<file path="src/rtl/comb_nonspec_alloc_mon_pkg.sv">
// Shared constants and helpers for the combined VC/switch allocator with starvation monitor.
// The localparams describe the default router configuration; instances derive their own sizes.
package comb_nonspec_alloc_mon_pkg;

    localparam int unsigned DEF_V = 4;
    localparam int unsigned DEF_P = 5;
    localparam int unsigned PV    = DEF_P * DEF_V;
    localparam int unsigned PVV   = PV * DEF_V;
    localparam int unsigned P_1   = DEF_P - 1;
    localparam int unsigned PP_1  = DEF_P * P_1;

    // Destination bits skip the input's own port index.
    function automatic int unsigned dest_bit_to_port(input int unsigned in_port,
                                                     input int unsigned bit_idx);
        return (bit_idx < in_port) ? bit_idx : bit_idx + 1;
    endfunction

    function automatic int unsigned oh_to_idx(input logic [63:0] oh);
        int unsigned r;
        r = 0;
        for (int unsigned k = 64; k > 0; k--) begin
            if (oh[k-1]) r = k - 1;
        end
        return r;
    endfunction

endpackage

</file>
<file path="src/rtl/comb_nonspec_alloc_mon_rr_arbiter.sv">
// N-way round-robin arbiter: the search starts at an externally held pointer.
module rr_arbiter_ptr #(
    parameter int unsigned N = 4,
    localparam int unsigned PW = (N > 1) ? $clog2(N) : 1
) (
    input  logic [N-1:0]  req,
    input  logic [PW-1:0] ptr,
    output logic [N-1:0]  gnt,
    output logic          gnt_valid
);

    logic [PW-1:0] idx;

    always_comb begin
        gnt = '0;
        idx = '0;
        for (int unsigned k = 0; k < N; k++) begin
            idx = PW'((32'(ptr) + k) % N);
            if (req[idx] && (gnt == '0)) gnt[idx] = 1'b1;
        end
        gnt_valid = |req;
    end

endmodule

</file>
<file path="src/rtl/comb_nonspec_alloc_mon.sv">
// Single-cycle input-first separable VC/switch allocator with per-IVC starvation monitor.
// Grants are combinational; only the round-robin pointers and debug state are registered.
module comb_nonspec_alloc_mon
    import comb_nonspec_alloc_mon_pkg::*;
#(
    parameter int unsigned V           = DEF_V,
    parameter int unsigned P           = DEF_P,
    parameter int unsigned STARV_W     = 8,
    parameter int unsigned STARV_LIMIT = 200,
    parameter bit          DEBUG_EN    = 1'b1
) (
    input  logic                   clk,
    input  logic                   reset,
    input  logic [P*V-1:0]         ivc_request_all,
    input  logic [P*V*(P-1)-1:0]   dest_port_all,
    input  logic [P*V-1:0]         ovc_is_assigned_all,
    input  logic [P*V-1:0]         assigned_ovc_not_full_all,
    input  logic [P*V*V-1:0]       masked_ovc_request_all,
    input  logic                   trigger_clr,
    output logic [P*V-1:0]         ivc_num_getting_sw_grant,
    output logic [P*V-1:0]         ivc_num_getting_ovc_grant,
    output logic [P*V*V-1:0]       granted_ovc_num_all,
    output logic [P*(P-1)-1:0]     granted_dest_port_all,
    output logic [P-1:0]           any_ivc_sw_request_granted_all,
    output logic [P*V-1:0]         ovc_allocated_all,
    output logic                   trigger,
    output logic [31:0]            trace
);

    localparam int unsigned NPV = P * V;
    localparam int unsigned NP_1 = P - 1;
    localparam int unsigned VW  = (V > 1) ? $clog2(V) : 1;
    localparam int unsigned PW  = $clog2(P);

    logic [NPV-1:0]                eligible;
    logic [NPV-1:0][NP_1-1:0]      dest_lo;
    logic [P-1:0][V-1:0]           s1_gnt;
    logic [P-1:0]                  s1_valid;
    logic [P-1:0][NP_1-1:0]        s1_dest;
    logic [P-1:0]                  need_ovc;
    logic [P-1:0][V-1:0]           sel_mask;
    logic [P-1:0][P-1:0]           s2_req;
    logic [P-1:0][P-1:0]           s2_gnt;
    logic [P-1:0]                  s2_valid;
    logic [P-1:0]                  in_won;
    logic [P-1:0][V-1:0]           vc_req;
    logic [P-1:0][V-1:0]           vc_gnt;
    logic [P-1:0]                  vc_valid;
    logic [P-1:0][PW-1:0]          out_ptr;
    logic [P-1:0][VW-1:0]          vc_ptr;

    always_comb begin
        eligible = '0;
        dest_lo  = '0;
        for (int unsigned n = 0; n < NPV; n++) begin
            for (int unsigned j = 0; j < NP_1; j++) begin
                if (dest_port_all[n*NP_1+j] && (dest_lo[n] == '0)) dest_lo[n][j] = 1'b1;
            end
            eligible[n] = ivc_request_all[n] && (|dest_port_all[n*NP_1 +: NP_1]) &&
                          (ovc_is_assigned_all[n] ? assigned_ovc_not_full_all[n]
                                                  : |masked_ovc_request_all[n*V +: V]);
        end
    end

    // Stage 1: per-input arbitration; pointer moves only when the input also wins stage 2.
    for (genvar gi = 0; gi < P; gi++) begin : g_in
        if (V > 1) begin : g_arb
            logic [VW-1:0] in_ptr;

            rr_arbiter_ptr #(.N(V)) u_s1 (
                .req       (eligible[gi*V +: V]),
                .ptr       (in_ptr),
                .gnt       (s1_gnt[gi]),
                .gnt_valid (s1_valid[gi])
            );

            always_ff @(posedge clk) begin
                if (reset) begin
                    in_ptr <= '0;
                end else if (in_won[gi]) begin
                    in_ptr <= VW'((oh_to_idx(64'(s1_gnt[gi])) + 1) % V);
                end
            end
        end else begin : g_pass
            assign s1_gnt[gi]   = eligible[gi*V +: V];
            assign s1_valid[gi] = eligible[gi];
        end
    end

    always_comb begin
        s1_dest  = '0;
        need_ovc = '0;
        sel_mask = '0;
        s2_req   = '0;
        for (int unsigned i = 0; i < P; i++) begin
            for (int unsigned v = 0; v < V; v++) begin
                if (s1_gnt[i][v]) begin
                    s1_dest[i] = s1_dest[i] | dest_lo[i*V+v];
                    if (!ovc_is_assigned_all[i*V+v]) begin
                        need_ovc[i] = 1'b1;
                        sel_mask[i] = masked_ovc_request_all[(i*V+v)*V +: V];
                    end
                end
            end
            for (int unsigned o = 0; o < P; o++) begin
                for (int unsigned j = 0; j < NP_1; j++) begin
                    if (s1_valid[i] && s1_dest[i][j] && (dest_bit_to_port(i, j) == o))
                        s2_req[o][i] = 1'b1;
                end
            end
        end
    end

    for (genvar go = 0; go < P; go++) begin : g_out
        rr_arbiter_ptr #(.N(P)) u_s2 (
            .req       (s2_req[go]),
            .ptr       (out_ptr[go]),
            .gnt       (s2_gnt[go]),
            .gnt_valid (s2_valid[go])
        );

        rr_arbiter_ptr #(.N(V)) u_vc (
            .req       (vc_req[go]),
            .ptr       (vc_ptr[go]),
            .gnt       (vc_gnt[go]),
            .gnt_valid (vc_valid[go])
        );
    end

    // Only one input wins each output, so each VC arbiter sees at most one request mask.
    always_comb begin
        in_won = '0;
        vc_req = '0;
        for (int unsigned o = 0; o < P; o++) begin
            for (int unsigned i = 0; i < P; i++) begin
                if (s2_gnt[o][i]) begin
                    in_won[i] = 1'b1;
                    if (need_ovc[i]) vc_req[o] = sel_mask[i];
                end
            end
        end
    end

    always_comb begin
        ivc_num_getting_sw_grant       = '0;
        ivc_num_getting_ovc_grant      = '0;
        granted_ovc_num_all            = '0;
        granted_dest_port_all          = '0;
        any_ivc_sw_request_granted_all = '0;
        ovc_allocated_all              = '0;
        if (!reset) begin
            for (int unsigned i = 0; i < P; i++) begin
                if (in_won[i]) begin
                    any_ivc_sw_request_granted_all[i]   = 1'b1;
                    granted_dest_port_all[i*NP_1 +: NP_1] = s1_dest[i];
                    for (int unsigned v = 0; v < V; v++) begin
                        if (s1_gnt[i][v]) ivc_num_getting_sw_grant[i*V+v] = 1'b1;
                    end
                end
                for (int unsigned o = 0; o < P; o++) begin
                    if (s2_gnt[o][i] && need_ovc[i]) begin
                        ovc_allocated_all[o*V +: V] = vc_gnt[o];
                        for (int unsigned v = 0; v < V; v++) begin
                            if (s1_gnt[i][v] && !ovc_is_assigned_all[i*V+v]) begin
                                ivc_num_getting_ovc_grant[i*V+v]      = 1'b1;
                                granted_ovc_num_all[(i*V+v)*V +: V]   = vc_gnt[o];
                            end
                        end
                    end
                end
            end
        end
    end

    always_ff @(posedge clk) begin
        if (reset) begin
            out_ptr <= '0;
            vc_ptr  <= '0;
        end else begin
            for (int unsigned o = 0; o < P; o++) begin
                if (s2_valid[o]) out_ptr[o] <= PW'((oh_to_idx(64'(s2_gnt[o])) + 1) % P);
                if (vc_valid[o]) vc_ptr[o]  <= VW'((oh_to_idx(64'(vc_gnt[o])) + 1) % V);
            end
        end
    end

    if (DEBUG_EN) begin : g_dbg
        logic [NPV-1:0][STARV_W-1:0] starv_cnt;
        logic [15:0]                 cycle_cnt;
        logic [7:0]                  event_cnt;
        logic [23:0]                 trace_lo;
        logic                        trig_q;
        logic                        hit;
        logic [7:0]                  hit_idx;

        always_comb begin
            hit     = 1'b0;
            hit_idx = '0;
            for (int unsigned n = NPV; n > 0; n--) begin
                if (starv_cnt[n-1] == STARV_W'(STARV_LIMIT)) begin
                    hit     = 1'b1;
                    hit_idx = 8'(n - 1);
                end
            end
        end

        // A crossing beats a simultaneous clear and refreshes the frozen trace fields.
        always_ff @(posedge clk) begin
            if (reset) begin
                starv_cnt <= '0;
                cycle_cnt <= '0;
                event_cnt <= '0;
                trace_lo  <= '0;
                trig_q    <= 1'b0;
            end else begin
                cycle_cnt <= cycle_cnt + 16'd1;
                for (int unsigned n = 0; n < NPV; n++) begin
                    if (!ivc_request_all[n] || ivc_num_getting_sw_grant[n])
                        starv_cnt[n] <= '0;
                    else if (starv_cnt[n] != '1)
                        starv_cnt[n] <= starv_cnt[n] + 1'b1;
                end
                if (hit) begin
                    if (event_cnt != 8'hFF) event_cnt <= event_cnt + 8'd1;
                    if (!trig_q || trigger_clr) trace_lo <= {hit_idx, cycle_cnt};
                    trig_q <= 1'b1;
                end else if (trigger_clr) begin
                    trig_q <= 1'b0;
                end
            end
        end

        assign trigger = trig_q;
        assign trace   = {event_cnt, trace_lo};
    end else begin : g_nodbg
        logic unused_trigger_clr;
        assign unused_trigger_clr = trigger_clr;
        assign trigger = 1'b0;
        assign trace   = '0;
    end

endmodule

</file>
<file path="config.mk">
export PLATFORM = sky130hd
export DESIGN_NAME = comb_nonspec_alloc_mon
export DESIGN_NICKNAME = d
export VERILOG_FILES = /design/src/rtl/comb_nonspec_alloc_mon_pkg.sv /design/src/rtl/comb_nonspec_alloc_mon_rr_arbiter.sv /design/src/rtl/comb_nonspec_alloc_mon.sv
export SDC_FILE = /design/constraint.sdc
export NUM_CORES = 1
export LEC_CHECK = 0
export BUFFER_PORTS_ARGS = -buffer_cell sky130_fd_sc_hd__buf_2
export CORE_ASPECT_RATIO = 0.75
export CORE_UTILIZATION = 30
export DETAILED_ROUTE_END_ITERATION = 10
export GPL_TIMING_DRIVEN = 1
export SYNTH_ARGS = -nofsm -noshare
export SYNTH_HDL_FRONTEND = slang
export SYNTH_SLANG_ARGS = --single-unit
</file>
<file path="constraint.sdc">
create_clock -name clk -period 12.99 [get_ports clk]
set_input_delay 1.9485 -clock clk [delete_from_list [all_inputs] [get_ports clk]]
set_output_delay 1.9485 -clock clk [all_outputs]
set_load 0.01 [all_outputs]
</file>
==> results.toml <==
[die]
core_um2 = 102000
row_count = 101
dieWidth_um = 374
fp.dieH_um = 281
start_util = 0.305
io_pins = 421
dieArea_um2 = 105000

[setup_path]
slowest_delay_ns = 0.62
cp_slowest_cell = "or4_1"
worstSetupPathType = "in -> out"
rr_startpoint = "g_in[0].g_arb.in_ptr[0]"
cp.arrival_ns = 10.74
rr_endpoint = "vc_ptr[8]"
r2r_cells = 25
cp.required_ns = 11.04
start_kind = "input port"
reg2reg_slack_ns = 4.03
cp-end-kind = "output port"
worstPathMaxFanout = 9

[route]
drc = 0
post_drt_wl_per_cell_um = 22.6
vias_per_cell = 5.93
vias = 36325
drt_iter0_markers = 4072
drt_wl_total_mm = 138
firstDrtPassIters = 6
antenna_left = 0

[min_path]
hp-start = "g_dbg.trace_lo[20]"
worstHoldEndpoint = "g_dbg.trace_lo[20]"
worstHoldPathType = "reg -> reg"
min_path_cells = 2

[synthesis]
synth_top_cell_by_area = "dfxtp_1"
ys.flop_type = "dfxtp_1"
yosysWarningCount = 0
synth_edf_count = 0
synth_top_cell_area_share = 0.155
synth_area_per_cell_um2 = 7.23
ys_seq_area_frac = 0.155
syn_area_um2 = 31100
ys_seq_elements = 241
synth_cell_types = 155
synthCells = 4300
synthArstFlopShare = 0
synthTopCellsByArea = "dfxtp_1 16%, ha_1 9.6%, nor2_1 8.1%"

[global_routing]
grt_first_pass_wirelength_mm = 202
grt_busiest_layer = "met1"
grt_max_degree = 56
grt_use_met1 = 0.359
grt_overflow = 0
grt_use_met3 = 0.0887
grt_usage = 0.249
antenna_found_initial = 31
met2_usage = 0.342
grt_pass1_vias = 31917

[clocking]
clock_latency_ns = 0.63
cts_inserted_buffers = 29
cts-root-buf = "clkbuf_16"
clock_sinks = 241
max-clock-path-buffers = 3
path_clk_slew_ns = 0.06
hold_buffers = 0
cts_tree = "yes"
h-tree-depth = 1

[place]
routabilityCongestion = 1.01
dp.cells = 6053
placed_cell_area_um2 = 35200
portBuffers = 417
hpwl_mm = 115

[layout]
final_area_um2 = 36400
stdcell_count = 6123
nNetsFinal = 5215
syn2layout_area_growth_pct = 17.0
drive_gt1_frac = 0.184
fillerInstances = 10929

[power_and_ir_drop]
ir_worst_vdd_uv = 134
power.total_mw = 9.50
leakage_nw = 14.8
power.density_nw_per_um2 = 261

[sta]
post-route-min-period_ns = 12.69
maxSlewHeadroom = 0.183
fmax_mhz = 78.8
drv_slew = 0
setup_tns_ns = 0
fin_skew_ns = 0.0204
fin_crit_sh = 0.977
setup-violations-final = 0
report.final.hold_viol_count = 0
whs_ns = 0.449
tightest_slew_ns = 1.21

[status]
outcome = "completed"

[flow_run]
drv_cap = 0
## synth_stat cells (all sizes together) (17+ instances only)
cell type    n
a22oi       45
nor3b       17
a31oi       52
o2111ai     20
or3         54
or3b        20
buf         22
nand3      207
nor2b       58
o211a       19
ha         238
o31ai       34
xor2        61
nand4       72
o311ai      22
or4         46
nand2b      65
dfxtp      241
a21o        30
o211ai      58
mux4        21
nor4b       23
mux2i       49
a221o       18
or2         44
o21a        33
a41oi       19
inv        229
o21ai      212
clkbuf      97
xnor2       78
nor2       683
o22ai       33
nor3       172
nand3b      18
a221oi      34
nor4        51
and2        57
and3        89
a211oi      72
nand2      344
a21oi      207
## cell type report
type                    count  area [µm²]  area share
multi-input cells        3708       25000       0.686
flip-flops and latches    241        4820       0.133
repair buffers            539        3030      0.0834
well taps                1339        1680      0.0461
inverters                 234         881      0.0242
clock buffers              36         792      0.0218
clock inverters            17         178     0.00489
diodes                      9        22.5    0.000619
## logic make-up (layout without fill, tap and decap cells)
family,after synthesis,count (layout),synth area share
simple gates,2077,2077,0.340
compound gates,1167,1167,0.287
buf+inv,353,826,0.0454
flops,241,241,0.155
fa+ha+maj,239,239,0.0965
xor+xnor,139,139,0.0392
mux,83,83,0.0364
other cells,1,12,0.000121
## repair_timing
action,CTS,global route
setup endpoints to repair,0,77
resized for setup,0,11
buffers inserted,0,8
## metrics by stage
step                      setup slack [ns]   util
after floorplan                       2.46      -
after global placement              0.0553  0.345
final                                0.298  0.356
after detailed placement            0.0753  0.345
after CTS                           0.0508  0.355
after global routing               -0.0213  0.356
## how the worst max path moves through the flow
stage	from	to	depth (start not counted)
finish	masked_ovc_request_all[53]	granted_ovc_num_all[3]	29
global route	dest_port_all[52]	granted_ovc_num_all[37]	29
CTS	masked_ovc_request_all[45]	granted_ovc_num_all[31]	28
detailed placement	masked_ovc_request_all[45]	granted_ovc_num_all[31]	28
global placement	dest_port_all[14]	granted_ovc_num_all[31]	26
floorplan	masked_ovc_request_all[53]	granted_ovc_num_all[16]	26
## registers in the layout, summed over array words and instances, names as in the netlist
name / count
out_ptr: 15
g_dbg.trace_lo: 21
g_dbg.cycle_cnt: 16
g_dbg.starv_cnt: 160
g_in.g_arb.in_ptr: 10
vc_ptr: 10
trigger: 1
g_dbg.event_cnt: 8
## cell usage in the layout (no fill, tap or decap), types with 31 or more instances in the layout
master and n:
nor3_1 165, xor2_1 61, o211ai_1 54, a211oi_1 61, ha_1 238, buf_4 121
o21a_1 32, nand2_1 341, o21ai_0 184, nor2b_1 58, or3_1 51, dfxtp_1 241
mux2i_1 47, nor4_1 47, or4_1 40, a22oi_1 45, a21oi_1 199, o22ai_1 31
nor2_1 673, inv_1 223, and2_1 51, buf_2 416, nand2b_1 65, or2_2 34
and3_1 81, a31oi_1 45, nand4_1 71, xnor2_1 78, nand3_1 202
## metal layers
| layer | routed length (µm) | share of wire | vias up |
|---|---|---|---|
| met5 | 128 | 0.00092 | - |
| met1 | 63100 | 0.46 | 17123 |
| met2 | 52800 | 0.38 | 1949 |
| li1 | - | - | 17010 |
| met3 | 18500 | 0.13 | 223 |
| met4 | 3850 | 0.028 | 20 |
## power breakdown
group          internal (mW)  switching [mW]
logic                   2.60            5.10
clock network          0.477           0.390
registers              0.799           0.139
## critical path: cells and delay by family
| kind | cells | cell delay (ns) |
|---|---|---|
| AND/OR/NAND/NOR | 8 | 2.41 |
| AO/OA/AOI/OAI | 14 | 4.63 |
| buffers and inverters | 4 | 0.75 |
| multiplexers | 3 | 0.97 |
Note: power is estimated with default switching activity, not from simulation.
